===== config.mk =====
export PLATFORM = sky130hd
export DESIGN_NAME = game_state_ctrl
export DESIGN_NICKNAME = d
export VERILOG_FILES = /design/src/rtl/game_pkg.sv /design/src/rtl/btn_edge.sv /design/src/rtl/game_state_ctrl.sv
export SDC_FILE = /design/constraint.sdc
export NUM_CORES = 1
export LEC_CHECK = 0
export CAP_MARGIN = 20
export CORE_AREA = 2 2 67 85
export DETAILED_ROUTE_END_ITERATION = 8
export DIE_AREA = 0 0 69 87
export PLACE_DENSITY = 0.83
export SYNTH_ARGS = -nofsm -noshare
export SYNTH_HDL_FRONTEND = slang
export SYNTH_SLANG_ARGS = --single-unit

===== constraint.sdc =====
create_clock -name clk_100 -period 5.5 [get_ports clk_100]
set_input_delay 1.1 -clock clk_100 [delete_from_list [all_inputs] [get_ports clk_100]]
set_output_delay 1.1 -clock clk_100 [all_outputs]
set_load 0.005 [all_outputs]

===== src/rtl/game_pkg.sv =====
// Shared game types and constants for the state controller and scrolling layers.
// Latency: n/a (types, constants and a pure helper function only).
// Backpressure: n/a.
package game_pkg;

  typedef enum logic [1:0] {
    IDLE = 2'd0,
    RUN  = 2'd1,
    DEAD = 2'd2
  } game_state_t;

  localparam int MOVE_RATE_W = 4;
  localparam int SCORE_W     = 14;

  // Default scroll speeds, shared with the ground and obstacle layers.
  localparam int RATE_INIT_DFLT = 2;
  localparam int RATE_MAX_DFLT  = 8;

  // Saturating one-step increase of a scroll rate.
  function automatic logic [MOVE_RATE_W-1:0] rate_step_up(
    input logic [MOVE_RATE_W-1:0] rate,
    input logic [MOVE_RATE_W-1:0] ceiling
  );
    return (rate < ceiling) ? rate + 1'b1 : ceiling;
  endfunction

endpackage


===== src/rtl/btn_edge.sv =====
// Button conditioner: 2-flop synchroniser followed by a rising-edge pulse.
// Latency: pulse is visible 2 edges after the input is first captured.
// Backpressure: none; one-tick pulse per rise, consumers must take it that tick.
module btn_edge (
  input  logic clk_100,
  input  logic rst_n,
  input  logic btn,
  output logic rise
);

  logic sync_a;
  logic sync_b;
  logic prev;

  // Synchronise the async button and remember last tick's level.
  always_ff @(posedge clk_100 or negedge rst_n) begin
    if (!rst_n) begin
      sync_a <= 1'b0;
      sync_b <= 1'b0;
      prev   <= 1'b0;
    end else begin
      sync_a <= btn;
      sync_b <= sync_a;
      prev   <= sync_b;
    end
  end

  assign rise = sync_b & ~prev;

endmodule


===== src/rtl/game_state_ctrl.sv =====
// Run/dead lifecycle, score, high score and scroll speed for the game tick.
// Latency: start 3 ticks after a button assertion; collision acts on the next edge.
// Backpressure: none; collision is sampled every tick, early restart presses are dropped.
module game_state_ctrl
  import game_pkg::*;
#(
  parameter int SCORE_DIV  = 10,
  parameter int SPEED_STEP = 100,
  parameter int RATE_INIT  = RATE_INIT_DFLT,
  parameter int RATE_MAX   = RATE_MAX_DFLT,
  parameter int DEAD_HOLD  = 50,
  parameter int SCORE_MAX  = 9999
) (
  input  logic                   clk_100,
  input  logic                   rst_n,
  input  logic                   btn,
  input  logic                   collision,
  output logic                   is_living,
  output logic [MOVE_RATE_W-1:0] move_rate,
  output logic [SCORE_W-1:0]     score,
  output logic [SCORE_W-1:0]     hi_score,
  output logic                   game_over
);

  localparam int DIV_W  = (SCORE_DIV > 1) ? $clog2(SCORE_DIV) : 1;
  localparam int STEP_W = (SPEED_STEP > 1) ? $clog2(SPEED_STEP) : 1;
  // Hold counter must be able to hold DEAD_HOLD itself, since it saturates there.
  localparam int HOLD_W = (DEAD_HOLD > 0) ? $clog2(DEAD_HOLD + 1) : 1;

  localparam logic [DIV_W-1:0]       DIV_LAST  = DIV_W'(SCORE_DIV - 1);
  localparam logic [STEP_W-1:0]      STEP_LAST = STEP_W'(SPEED_STEP - 1);
  localparam logic [HOLD_W-1:0]      HOLD_LIM  = HOLD_W'(DEAD_HOLD);
  localparam logic [SCORE_W-1:0]     SCORE_TOP = SCORE_W'(SCORE_MAX);
  localparam logic [MOVE_RATE_W-1:0] RATE_TOP  = MOVE_RATE_W'(RATE_MAX);
  localparam logic [MOVE_RATE_W-1:0] RATE_BASE = MOVE_RATE_W'(RATE_INIT);

  logic rise;

  game_state_t           state_q,  state_d;
  logic [DIV_W-1:0]      div_q,    div_d;
  logic [STEP_W-1:0]     step_q,   step_d;
  logic [HOLD_W-1:0]     hold_q,   hold_d;
  logic [SCORE_W-1:0]    score_q,  score_d;
  logic [SCORE_W-1:0]    hi_q,     hi_d;
  logic [MOVE_RATE_W-1:0] rate_q,  rate_d;
  logic                  living_q, living_d;
  logic                  over_q,   over_d;
  logic                  start;

  btn_edge u_btn_edge (
    .clk_100 (clk_100),
    .rst_n   (rst_n),
    .btn     (btn),
    .rise    (rise)
  );

  // State register plus all counters and registered outputs.
  always_ff @(posedge clk_100 or negedge rst_n) begin
    if (!rst_n) begin
      state_q  <= IDLE;
      div_q    <= '0;
      step_q   <= '0;
      hold_q   <= '0;
      score_q  <= '0;
      hi_q     <= '0;
      rate_q   <= '0;
      living_q <= 1'b0;
      over_q   <= 1'b0;
    end else begin
      state_q  <= state_d;
      div_q    <= div_d;
      step_q   <= step_d;
      hold_q   <= hold_d;
      score_q  <= score_d;
      hi_q     <= hi_d;
      rate_q   <= rate_d;
      living_q <= living_d;
      over_q   <= over_d;
    end
  end

  // Next state, score divider, speed ramp, dead-hold timer and high score.
  always_comb begin
    state_d = state_q;
    div_d   = div_q;
    step_d  = step_q;
    hold_d  = hold_q;
    score_d = score_q;
    hi_d    = hi_q;
    rate_d  = rate_q;
    start   = 1'b0;

    case (state_q)
      IDLE: begin
        start = rise;
      end

      RUN: begin
        if (collision) begin
          // Collision beats a coincident score tick: freeze the pre-increment score.
          state_d = DEAD;
          rate_d  = '0;
          hold_d  = '0;
          if (score_q > hi_q) begin
            hi_d = score_q;
          end
        end else if (div_q == DIV_LAST) begin
          div_d = '0;
          // A saturated score also freezes the speed ramp.
          if (score_q != SCORE_TOP) begin
            score_d = score_q + 1'b1;
            if (step_q == STEP_LAST) begin
              step_d = '0;
              rate_d = rate_step_up(rate_q, RATE_TOP);
            end else begin
              step_d = step_q + 1'b1;
            end
          end
        end else begin
          div_d = div_q + 1'b1;
        end
      end

      DEAD: begin
        if (hold_q < HOLD_LIM) begin
          hold_d = hold_q + 1'b1;
        end
        // Presses before the hold expires are simply lost, never queued.
        start = rise && (hold_q >= HOLD_LIM);
      end

      default: begin
        state_d = IDLE;
        rate_d  = '0;
      end
    endcase

    if (start) begin
      state_d = RUN;
      score_d = '0;
      div_d   = '0;
      step_d  = '0;
      hold_d  = '0;
      rate_d  = RATE_BASE;
    end

    living_d = (state_d == RUN);
    over_d   = (state_d == DEAD);
  end

  assign is_living = living_q;
  assign game_over = over_q;
  assign move_rate = rate_q;
  assign score     = score_q;
  assign hi_score  = hi_q;

endmodule

Word-level counts from Yosys, hierarchy flattened
Cells that the tools add are included.
- register bits after elaboration: 56
- output and inout bits: 34
- input port bits: 4
- $lt $le $gt $ge: 4
- reductions and logical operators: 12
- bitwise gates (word level): 2
- add/subtract/negate cells: 5
- multiplexer cells: 30
- equal/unequal tests: 14
- operators with widths (cell ; count):
    2-to-1 mux 14 bit ; 5
    2-to-1 mux 7 bit ; 6
    2-to-1 mux 4 bit ; 10
    2-to-1 mux 6 bit ; 3
    adder 14 x 1 -> 14 bit (second input constant) ; 1
    > comparator 14 bit ; 1
    != test 14 bit (second input constant) ; 1
    != test 4 bit (second input constant) ; 3
    case mux 6 bit (2 select lines) ; 1
    adder 4 x 1 -> 4 bit (second input constant) ; 2
    case mux 4 bit (2 select lines) ; 1
    AND reduction 4 bit ; 2
    adder 7 x 1 -> 7 bit (second input constant) ; 1
    equality test 7 bit (second input constant) ; 1
    adder 6 x 1 -> 6 bit (second input constant) ; 1
    >= comparator 6 bit (second input constant) ; 1
    less-than comparator 6 bit (second input constant) ; 1
    != test 3 bit (second input constant) ; 2
    AND reduction 3 bit ; 2
    nonzero test 2 bit ; 3
    equality test 2 x 1 -> 1 bit (second input constant) ; 2
    equality test 2 bit (second input constant) ; 2
    equality test 4 bit (second input constant) ; 1
    less-than comparator 4 bit (second input constant) ; 1
    11 further kinds ; 13

Longest topological paths before layout
Gate-level depths: netlist of the first run.
- depth in word-level cells: 8
- mapped depth: 8
- depth with buffers taken out: 7

Modules after synthesis
Synthesis of the first run repeated with hierarchy kept, for this count alone.
- cell total of the unflattened synthesis: 359
- area, all modules: 3354.5 um^2
- by module, submodules not included (module ; cells each ; sequential area each (um^2) ; area each (um^2) ; times used):
    game_state_ctrl ; 355 ; 1326.3 ; 3265.6 ; 1
    btn_edge ; 4 ; 75.1 ; 88.8 ; 1

Worst setup path after synthesis of the first run
Ideal clock, no wire load.
- kind: input -> register
- from: input collision
- to: register score_q[13], in the netlist score[13]
- arrival: 2328 ps
- data required time: 5371 ps
- setup slack: 3043 ps
- cell stages on the path: 6
- cell sequence: or3b_4 > buf_6 > nor4_4 > nand4_1 > xor2_1 > nor2_2
- longest elaborated chain between the ends: 2
- RTL lines (what ; line ; text):
    start: declaration ; game_state_ctrl.sv:17 ; input logic collision,
    != test 2 x 1 -> 1 bit (no line) ; -- ;
    AND reduction 4 bit (no line) ; -- ;
    end signal: assignment ; game_state_ctrl.sv:74 ; score_q <= score_d;
    end: declaration ; game_state_ctrl.sv:43 ; logic [SCORE_W-1:0] score_q, score_d;
No other way between the ends.
A chain may end at the register's enable or synchronous reset.

Worst setup path after layout of the first run
- from: input collision
- to: register step_q[2]
- longest elaborated chain between the ends: 2
- RTL lines (what ; line ; text):
    != test 2 x 1 -> 1 bit (no line) ; -- ;
    AND reduction 4 bit (no line) ; -- ;
    end signal: assignment ; game_state_ctrl.sv:72 ; step_q <= step_d;
    end: declaration ; game_state_ctrl.sv:41 ; logic [STEP_W-1:0] step_q, step_d;
No other way between the ends.

==> impl_metrics.ini, run 1 <==
[global_routing]
antenna_found_initial = 0
grt-ovfl-total = 0
grt_usage_pct = 20.6
grt_max_degree = 57
grt_pass1_vias = 2269
grt_pass1_wl_um = 10200

[clock_network]
ctsHtreeMaxLevel = 2
ctsLongestPathBuffers = 2
clk-insertion-delay-late_ns = 0.30
post_cts_resize_count = 0
clkTransAtPathRegs_ns = 0.09
root_buffer = clkbuf_8
postCtsSetupBuffers = 0
cts_tree = done
holdBufCountCts = 0
clkSinkCount = 56
cts_inserted_buffers = 5

[worst_setup_path]
cp-start-kind = input pin
crit_type = in2reg
cp.required_ns = 5.70
end_kind = flop
crit_arrival_ns = 2.98
critPathSlowestCell = or3b_4
cpPeakStageDelay_ns = 0.51
path_cells = clkdlybuf4s50_1 -> or3b_4 -> nor2_4 -> and2_1 -> a31oi_1 -> a311oi_1
crit_fanout = 12

[detailed_routing]
wirelength_um = 5940
avgViaCountPerCell = 5.67
antenna_left = 0
avgRoutedWirePerCell_um = 14.9
highest_layer = met4
met1Wirelength_um = 2560
drc = 0
dr_total_vias = 2262
wl_met2_um = 3070
met3_wirelength_um = 195
drt_pass1_iterations = 4
drt_iter0_drc = 108

[die]
die_h_um = 87
dieArea_um2 = 6000
die_x_um = 69
rows = 30
ioPinCount = 38
core_um2 = 5260
start_util_pct = 57.6

[yosys]
synth_edf_count = 0
synth-xor-area-share_pct = 4.63
synth_seq_cells = 56
ys.flop_type = dfrtp_1
synth_top_area_cell = dfrtp_1
synth_top_family_by_area = simple AND/OR/NAND/NOR gates
yosys-mux-area-fraction_pct = 5.91
synth_cell_types = 51
avgSynthCellArea_um2 = 10.3
yosys.area_share.simple_pct = 21.3
yosys.area.top_type_share_pct = 46.3
yosysWarnings = 0
synth_compound_area_share_pct = 9.38
syn_nets = 320
synthArstFlopShare_pct = 100
netlist_instances = 295
netlist_area_um2 = 3030
synthTopCellsByArea = dfrtp_1, ha_1, xor2_1
synthAdderAreaFrac_pct = 8.67
seq_area_frac_synth_pct = 46.3

[cells_and_area]
multi_input_comb_area_um2 = 1510
n_fill_cell = 409
nNetsFinal = 360
regArea_um2 = 1400
final_layout_size_suffix_gt1_share_pct = 6.87
area_growth_pct = 16.5
final_util_pct = 67.2
antenna_cells = 0

[placed_design]
globalplace.congestion = 0.810
port_buffers = 37
hpwl_um = 4300

[sta]
slew_headroom_pct = 35.4
setup_tns_ns = 0
finalClockSkew_ns = 0.00526
maxSlewViolCount = 0
rsz0062_at_grt = false
finalHoldViolCount = 0
worstMarginPinSlew_ns = 0.970
post-route-period-util_pct = 50.5
setup_viol = 0
period_needed_ns = 2.78
fmax_mhz = 360

[pwr]
peakVddDrop_mv = 0.301
power_density_nw_per_um2 = 236
leakage_nw = 1.66

[hold_path]
min_path_type = reg2reg

[outcome]
status = finished clean

[run]
cap_violations = 0
==> logic make-up (layout without fill, tap and decap cells) <==
kind of cell,after synthesis,after routing
mux,16,16
fa+ha+maj,21,21
buf+inv,26,66
xor+xnor,16,16
compound gates,44,44
flops,56,56
simple gates,116,116
==> metal layers <==
| metal | up-vias | GRT usage (%) |
|---|---|---|
| met5 | - | 0 |
| met4 | 0 | 6.24 |
| li1 | 1122 | - |
| met2 | 44 | 38.5 |
| met3 | 10 | 3.59 |
| met1 | 1086 | 24.2 |
==> layout make-up <==
cell class	count	share of cell area, %
Clock buffer	6	2.06
Clock inverter	1	0.142
Inverter	20	2.13
Multi-Input combinational cell	213	42.8
Sequential cell	56	39.7
Tap cell	64	2.27
Timing Repair Buffer	39	10.9
==> critical path, delay by kind of cell <==
family	cells	cell delay, ns
and+or+nand+nor	3	1.05
buffers and inverters	1	0.44
AOI/OAI and AO/OA	2	0.37
==> synth_stat cells, types with 2 or more instances <==
cell type and instances:
nand4_1 6, o2bb2ai_1 3, and3_1 11, nor3_1 5
dfrtp_1 56, mux2_1 10, nand2b_1 6, and2_1 2
xnor2_1 3, nand3_1 19, ha_1 21, buf_6 2
a31oi_1 3, nand3b_1 3, o21ai_0 5, nor4_4 2
nor4_1 3, a21oi_1 18, nor2_1 24, or2b_1 2
mux2_2 5, nand2_1 22, xor2_1 13, clkbuf_1 3
inv_1 20, o21a_1 3
==> layout by cell type (no fill, tap or decap), types with 2 or more instances in the layout <==
| cell type | Yosys | final |
|---|---|---|
| mux2_2 | 5 | 5 |
| and2_1 | 2 | 2 |
| dfrtp_1 | 56 | 56 |
| ha_1 | 21 | 21 |
| nand4_1 | 6 | 6 |
| nand2_1 | 22 | 22 |
| clkbuf_8 | 0 | 5 |
| nor4_1 | 3 | 3 |
| or2b_1 | 2 | 2 |
| mux2_1 | 10 | 10 |
| a31oi_1 | 3 | 3 |
| xor2_1 | 13 | 13 |
| nor3_1 | 5 | 5 |
| nor4_4 | 2 | 2 |
| xnor2_1 | 3 | 3 |
| and3_1 | 11 | 11 |
| a21oi_1 | 18 | 18 |
| o21ai_0 | 5 | 5 |
| inv_1 | 20 | 20 |
| nand3_1 | 19 | 19 |
| clkdlybuf4s50_1 | 0 | 36 |
| nand3b_1 | 3 | 3 |
| nor2_1 | 24 | 24 |
| o21a_1 | 3 | 3 |
| o2bb2ai_1 | 3 | 3 |
| nand2b_1 | 6 | 6 |
==> path summary, 6_finish.rpt <==
| path | start | end | slack [ns] | depth (start not counted) |
|---|---|---|---|---|
| setup / recovery | collision | step_q[2]$_DFFE_PN0P_ | 2.72 | 6 |
| hold / removal | u_btn_edge.sync_a$_DFF_PN0_ | u_btn_edge.sync_b$_DFF_PN0_ | 0.38 | 0 |
| setup reg to reg | score[9]$_DFFE_PN0P_ | hi_score[5]$_DFFE_PN0P_ | 3.01 | 7 |
| hold reg to reg | u_btn_edge.sync_a$_DFF_PN0_ | u_btn_edge.sync_b$_DFF_PN0_ | 0.38 | 0 |
| max in group asynchronous | rst_n | score[1]$_DFFE_PN0P_ | 4.11 | 2 |
| min in group asynchronous | rst_n | hi_score[6]$_DFFE_PN0P_ | 0.93 | 2 |
==> per-stage QoR <==
stage | hold WS (ns) | instances | worst slack [ns] | power (mW) | instance area (um^2)
floorplan | 0.331 | 295 | 3.04 | 0.576 | 3030
global placement | 0.339 | 391 | 2.30 | 0.626 | 3440
global route | 0.391 | 399 | 2.60 | 0.880 | 3530
CTS | 0.379 | 398 | 2.54 | 0.842 | 3520
finish | 0.378 | 399 | 2.72 | 0.833 | 3530
detailed placement | 0.359 | 391 | 2.21 | 0.632 | 3440
==> registers in the layout, indices dropped and copies added, names as in the netlist <==
signal and cells:
hi_score 14, score 14, step_q 7, hold_q 6, div_q 4, move_rate 4
state_q 2, game_over 1, is_living 1, u_btn_edge.prev 1, u_btn_edge.sync_a 1, u_btn_edge.sync_b 1
==> power by group <==
group	total (mW)	switching, mW	internal (mW)	leakage [nW]
logic	0.154	0.0896	0.0644	0.851
registers	0.470	0.0299	0.440	0.767
clock network	0.209	0.122	0.0870	0.0410
No activity file was read; power rests on OpenSTA's default activity.
==> run 2: changes to the inputs <==
--- a/config.mk
+++ b/config.mk
@@ -6,10 +6,10 @@
 export NUM_CORES = 1
 export LEC_CHECK = 0
 export CAP_MARGIN = 20
-export CORE_AREA = 2 2 67 85
+export CORE_AREA = 2 2 73 93
 export DETAILED_ROUTE_END_ITERATION = 8
-export DIE_AREA = 0 0 69 87
-export PLACE_DENSITY = 0.83
+export DIE_AREA = 0 0 75 95
+export PLACE_DENSITY = 0.74
 export SYNTH_ARGS = -nofsm -noshare
 export SYNTH_HDL_FRONTEND = slang
 export SYNTH_SLANG_ARGS = --single-unit
==> constraint.sdc (replaced) <==
create_clock -name clk_100 -period 2.25 [get_ports clk_100]
set_input_delay 0.45 -clock clk_100 [delete_from_list [all_inputs] [get_ports clk_100]]
set_output_delay 0.45 -clock clk_100 [all_outputs]
set_load 0.005 [all_outputs]
==> run 2 against run 1 <==
Global-route usage is 1.9 points lower. Combinational power grew to 2.6 times the previous value. Final area is 7.3% higher. Sequential share of layout area is 2.7 points lower. Largest power group unchanged.
==> impl_metrics.ini, run 2 (synthesis results as in run 1) <==
[outcome]
status = finished clean

[die]
die_x_um = 75
ioPinCount = 38
dieArea_um2 = 7130
core_um2 = 6320
rows = 33
start_util_pct = 48.0
die_h_um = 95

[clock_network]
ctsHtreeMaxLevel = 2
root_buffer = clkbuf_8
cts_tree = done
clkSinkCount = 56
clkTransAtPathRegs_ns = 0.10
cts_inserted_buffers = 5
ctsLongestPathBuffers = 2
clk-insertion-delay-late_ns = 0.31

[hold_path]
min_path_type = in2async

[sta]
post-route-period-util_pct = 95.7
maxSlewViolCount = 0
setup_viol = 0
finalClockSkew_ns = 0.00812
finalHoldViolCount = 0
worstMarginPinSlew_ns = 0.527
setup_tns_ns = 0
rsz0062_at_grt = false
fmax_mhz = 465
period_needed_ns = 2.15
slew_headroom_pct = 64.6
setup_slack_ns = 0.0974

[global_routing]
grt-ovfl-total = 0
grt_pass1_wl_um = 10300
grt_pass1_vias = 2263
antenna_found_initial = 0
grt_max_degree = 36
grt_usage_pct = 18.7

[pwr]
power_density_nw_per_um2 = 557
power_mw = 2.11
leakage_nw = 1.79
peakVddDrop_mv = 0.509

[worst_setup_path]
critPathSlowestCell = dfrtp_1
crit_arrival_ns = 2.35
path_cells = ha_1 -> nand4_1 -> a21oi_1 -> o31ai_1 -> a211oi_2 -> buf_12 -> mux2_1
cp_num_buf_inv = 1
critPathTopFamily = compound AO/OA/AOI/OAI gates
reg2reg_depth = 7
crit_type = reg2reg
crit_cells = 7
cpPeakStageDelay_ns = 0.41
crit_fanout = 14
cp-start-kind = flop
cp.required_ns = 2.45
end_kind = flop

[cells_and_area]
n_fill_cell = 548
area_growth_pct = 25.0
mostFrequentLayoutCell = dfrtp_1
layout_common_cells = dfrtp_1, clkdlybuf4s50_1, nor2_1
final_util_pct = 59.9
multi_input_comb_area_um2 = 1540
nNetsFinal = 382
final_area_um2 = 3790
final_layout_size_suffix_gt1_share_pct = 14.0
regArea_um2 = 1400
antenna_cells = 0

[placed_design]
post_dp_cell_area_um2 = 3660
globalplace.congestion = 0.870
dp_slack_ns = -0.00324
hpwl_um = 4670
port_buffers = 37

[detailed_routing]
avgRoutedWirePerCell_um = 13.8
drc = 0
dr_total_vias = 2408
drt_iter0_drc = 104
drt_pass1_iterations = 4
avgViaCountPerCell = 5.41
wirelength_um = 6140
antenna_left = 0

[run]
cap_violations = 0
## run 2: changes by cell type in the layout (fill, tap and decap cells not counted), sizes merged
cell    change
buf        +22
clkinv      +1
## run 2: layer usage
layer / GRT usage (%) / part of all wire, %
met1: 22.4 / 43
met2: 34.0 / 53
met3: 3.31 / 3.0
met4: 4.61 / 1.0
met5: 0 / 0
## run 2: final cells by class
class | count | area share [%]
multi-input combinational | 213 | 40.6
sequential | 56 | 37.0
timing repair buffer | 61 | 15.1
tap | 87 | 2.88
clock buffer | 6 | 2.18
inverter | 20 | 1.98
clock inverter | 2 | 0.264
## run 2: worst paths after layout
kind	startpoint	end	slack, ns
max	score[5]$_DFFE_PN0P_	hi_score[9]$_DFFE_PN0P_	0.1
min	rst_n	hi_score[7]$_DFFE_PN0P_	0.1
max reg2reg	score[5]$_DFFE_PN0P_	hi_score[9]$_DFFE_PN0P_	0.1
min reg2reg	u_btn_edge.sync_a$_DFF_PN0_	u_btn_edge.sync_b$_DFF_PN0_	0.36
max in group asynchronous	rst_n	score[0]$_DFFE_PN0P_	1.57
min in group clk_100	u_btn_edge.sync_a$_DFF_PN0_	u_btn_edge.sync_b$_DFF_PN0_	0.36
## run 2: power by group
part           internal (mW)  switching (mW)  leakage [nW]
Combinational          0.174           0.223         0.975
Clock                  0.246           0.317        0.0510
Sequential              1.08          0.0703         0.765
Total                   1.50           0.610          1.79
## run 2: worst register-to-register path: cells and delay by family, from the launching register on
kind	cells	cell delay [ns]
multiplexers	1	0.34
AND/OR/NAND/NOR	1	0.16
flip-flops	1	0.41
AO/OA/AOI/OAI	3	0.63
buffers and inverters	1	0.19
adder cells (fa/ha/maj)	1	0.33
## run 2: timing repair
| item | 4_1_cts | 5_1_grt |
|---|---|---|
| resized for setup | 0 | 3 |
| setup endpoints to repair | 0 | 14 |
| hold buffers | 0 | 0 |
| buffers inserted | 0 | 1 |
## run 2: metrics by stage
stage | cells | hold slack [ns]
finish | 445 | 0.0972
global route | 445 | 0.131
CTS | 444 | 0.115
detailed placement | 436 | 0.347
global placement | 436 | 0.338
floorplan | 295 | 0.154
==> patch, RTL diff (config.mk and constraints of run 2) <==
Set the parameter `SPEED_STEP` to 200 (it was 100).
--- a/src/rtl/game_state_ctrl.sv
+++ b/src/rtl/game_state_ctrl.sv
@@ -6,5 +6,5 @@
 #(
   parameter int SCORE_DIV  = 10,
-  parameter int SPEED_STEP = 100,
+  parameter int SPEED_STEP = 200,
   parameter int RATE_INIT  = RATE_INIT_DFLT,
   parameter int RATE_MAX   = RATE_MAX_DFLT,
Behaviour: no difference found for any inputs over 10 cycles, from zero or initial values and one cycle with rst_n low; that may be too few to reach the edited logic, so the function may still have changed.
==> patch against run 2 <==
- total power grew 37%
- largest power group unchanged
- sequential cell count grew 1
- routed wire length rose by 14%
- worst setup slack worse by 0.021 ns
- via count is 4.2% higher
- design area rose by 11%
- synthesized area up 3.4%
- final cell count grew 6.1%
- worst hold slack worse by 0.015 ns
- highest routed layer unchanged
==> patch: results (changes against run 2) <==
Final layout
  – Count of multi-input gates: 217 (+1.9%)
  – Fillers: 513 (-6.4%)
  – Nonclk inv count: 21 (+5.0%)
  – Finished Core Util: 66.3% (+6.4 points)
  – Flip-flop and latch area: 1430 µm² (+1.9%)
  – Fraction of area in multi-input gates: 40.5% (-0.044 points)
  – Clock buf count: 11 (+5)
  – NonClk Buf Share: 15.4% (+0.36 points)
  – Final #Nets: 405 (+6.0%)
  – Share of cells above drive strength 1: 22.3% (+8.4 points)
  – Final non-filler cell total: 472 (+6.1%)

Logic synthesis
  – Synth top cells by count: dfrtp_1 (57), nor2_1 (25), nand2_1 (22), ha_1 (21), inv_1 (21)
  – Syn_nets: 325 (+1.6%)
  – Post-Synth XOR/XNOR Area: 4.19% (-0.43 points)
  – Most area-consuming cells after synthesis: dfrtp_1 (46%), ha_1 (8.4%), mux2_4 (4.8%)
  – Mux cell area share after synthesis: 6.55% (+0.65 points)
  – Seq/Total Area, Yosys: 45.5% (-0.72 points)
  – Cells after synthesis: 300 (+1.7%)
  – Synth Area in Adders: 8.39% (-0.28 points)
  – Compound-cell area share of the yosys netlist: 11.1% (+1.7 points)
  – Yosys cell types: 50 (-2.0%)

Global route
  – Vias in the first global route: 2491 (+10%)
  – First-pass GRT wire length: 11700 µm (+13%)
  – GRT Resource Usage Total: 21.6% (+2.9 points)

CTS
  – Num CTS Buffers: 9 (+4)
  – Worst-path clk slew: 0.07 ns (-0.03 ns)
  – Worst skew pair latency: 0.34 ns (+0.03 ns)
  – H-tree depth: 3 (+1)
  – Clk sink count: 57 (+1.8%)

Drt
  – Post-Route WL: 7000 µm (+14%)
  – Vias per cell: 5.31 (-1.8%)
  – Starting DRT DRC Count: 109 (+4.8%)
  – Drt pass-1 iters: 5 (+1)

Place
  – Cell count after placement: 453 (+3.9%)
  – Post-DP HPWL: 5010 µm (+7.1%)
  – Setup slack at placement: 0.0186 ns (+0.0218 ns)
  – DP Area: 3880 µm² (+6.0%)

Pwr
  – Total power: 2.89 mW (+37%)
  – Flop+latch power: 1.21 mW (+5%)
  – Combinational share of power: 20.2% (+1.3 points)
  – VDD IR max: 0.000476 V (-6.5%)

Setup path
  – CP max stage delay: 0.38 ns (-0.03 ns)
  – Reg2reg setup slack: 0.08 ns (-0.02 ns)
  – WP data arrival: 2.40 ns (+0.05 ns)
  – CP Max Fanout: 6 (-8)

Timing
  – Slew headroom: 64.0% (-0.64 points)
  – Post-route clock period utilization: 96.6% (+0.96 points)
  – Post-Route Skew: 0.00803 ns (-0.0000899 ns)

Run status
  – Status: finished, final reports clean
patch: changes by cell type after synthesis, sizes merged, moves of 4 or more:
cell / change
o31ai: +4
or3: +4
o21ai: +5
nand3: -7
and4: +4
and3: -7
nand4: +4
patch: cells by family (layout without fill, tap and decap cells):
kind of cell	Yosys count	count (layout)
DFF	57	57
adders and majority gates	21	21
and+or+nand+nor	114	114
xor gates and xnor gates	15	15
buffers and inverters	26	111
AOI/OAI and AO/OA	52	52
muxes	15	15
patch: timing repair:
action                                 in CTS  in global routing
buffers inserted                            0                  3
resized for setup                           0                 11
setup endpoints to repair                   0                 14
endpoints found under the hold margin       0                  0
patch: worst paths after layout:
| path | end | startpoint | cells past startpoint |
|---|---|---|---|
| max in group asynchronous | state_q[1]$_DFF_PN0_ | rst_n | 2 |
| setup reg to reg | hi_score[2]$_DFFE_PN0P_ | hi_score[8]$_DFFE_PN0P_ | 8 |
| hold reg to reg | u_btn_edge.sync_b$_DFF_PN0_ | u_btn_edge.sync_a$_DFF_PN0_ | 0 |
| hold / removal | hi_score[9]$_DFFE_PN0P_ | rst_n | 1 |
| setup / recovery | hi_score[2]$_DFFE_PN0P_ | hi_score[8]$_DFFE_PN0P_ | 8 |
| min in group clk_100 | u_btn_edge.sync_b$_DFF_PN0_ | u_btn_edge.sync_a$_DFF_PN0_ | 0 |
patch: worst reg2reg max path, stage by stage (launching register included):
cell	delay [ns]
dfrtp_1	0.38
inv_1	0.08
ha_4	0.27
nand2_4	0.05
nor4_4	0.31
o31ai_2	0.11
a221oi_2	0.31
buf_4	0.24
mux2_4	0.31
patch: routing by layer:
metal	GRT usage [%]	routed length [µm]	vias to the layer above
met2	36.0	3610	43
met4	6.85	125	0
li1	-	-	1227
met5	0	0	-
met3	5.23	208	12
met1	27.2	3050	1226
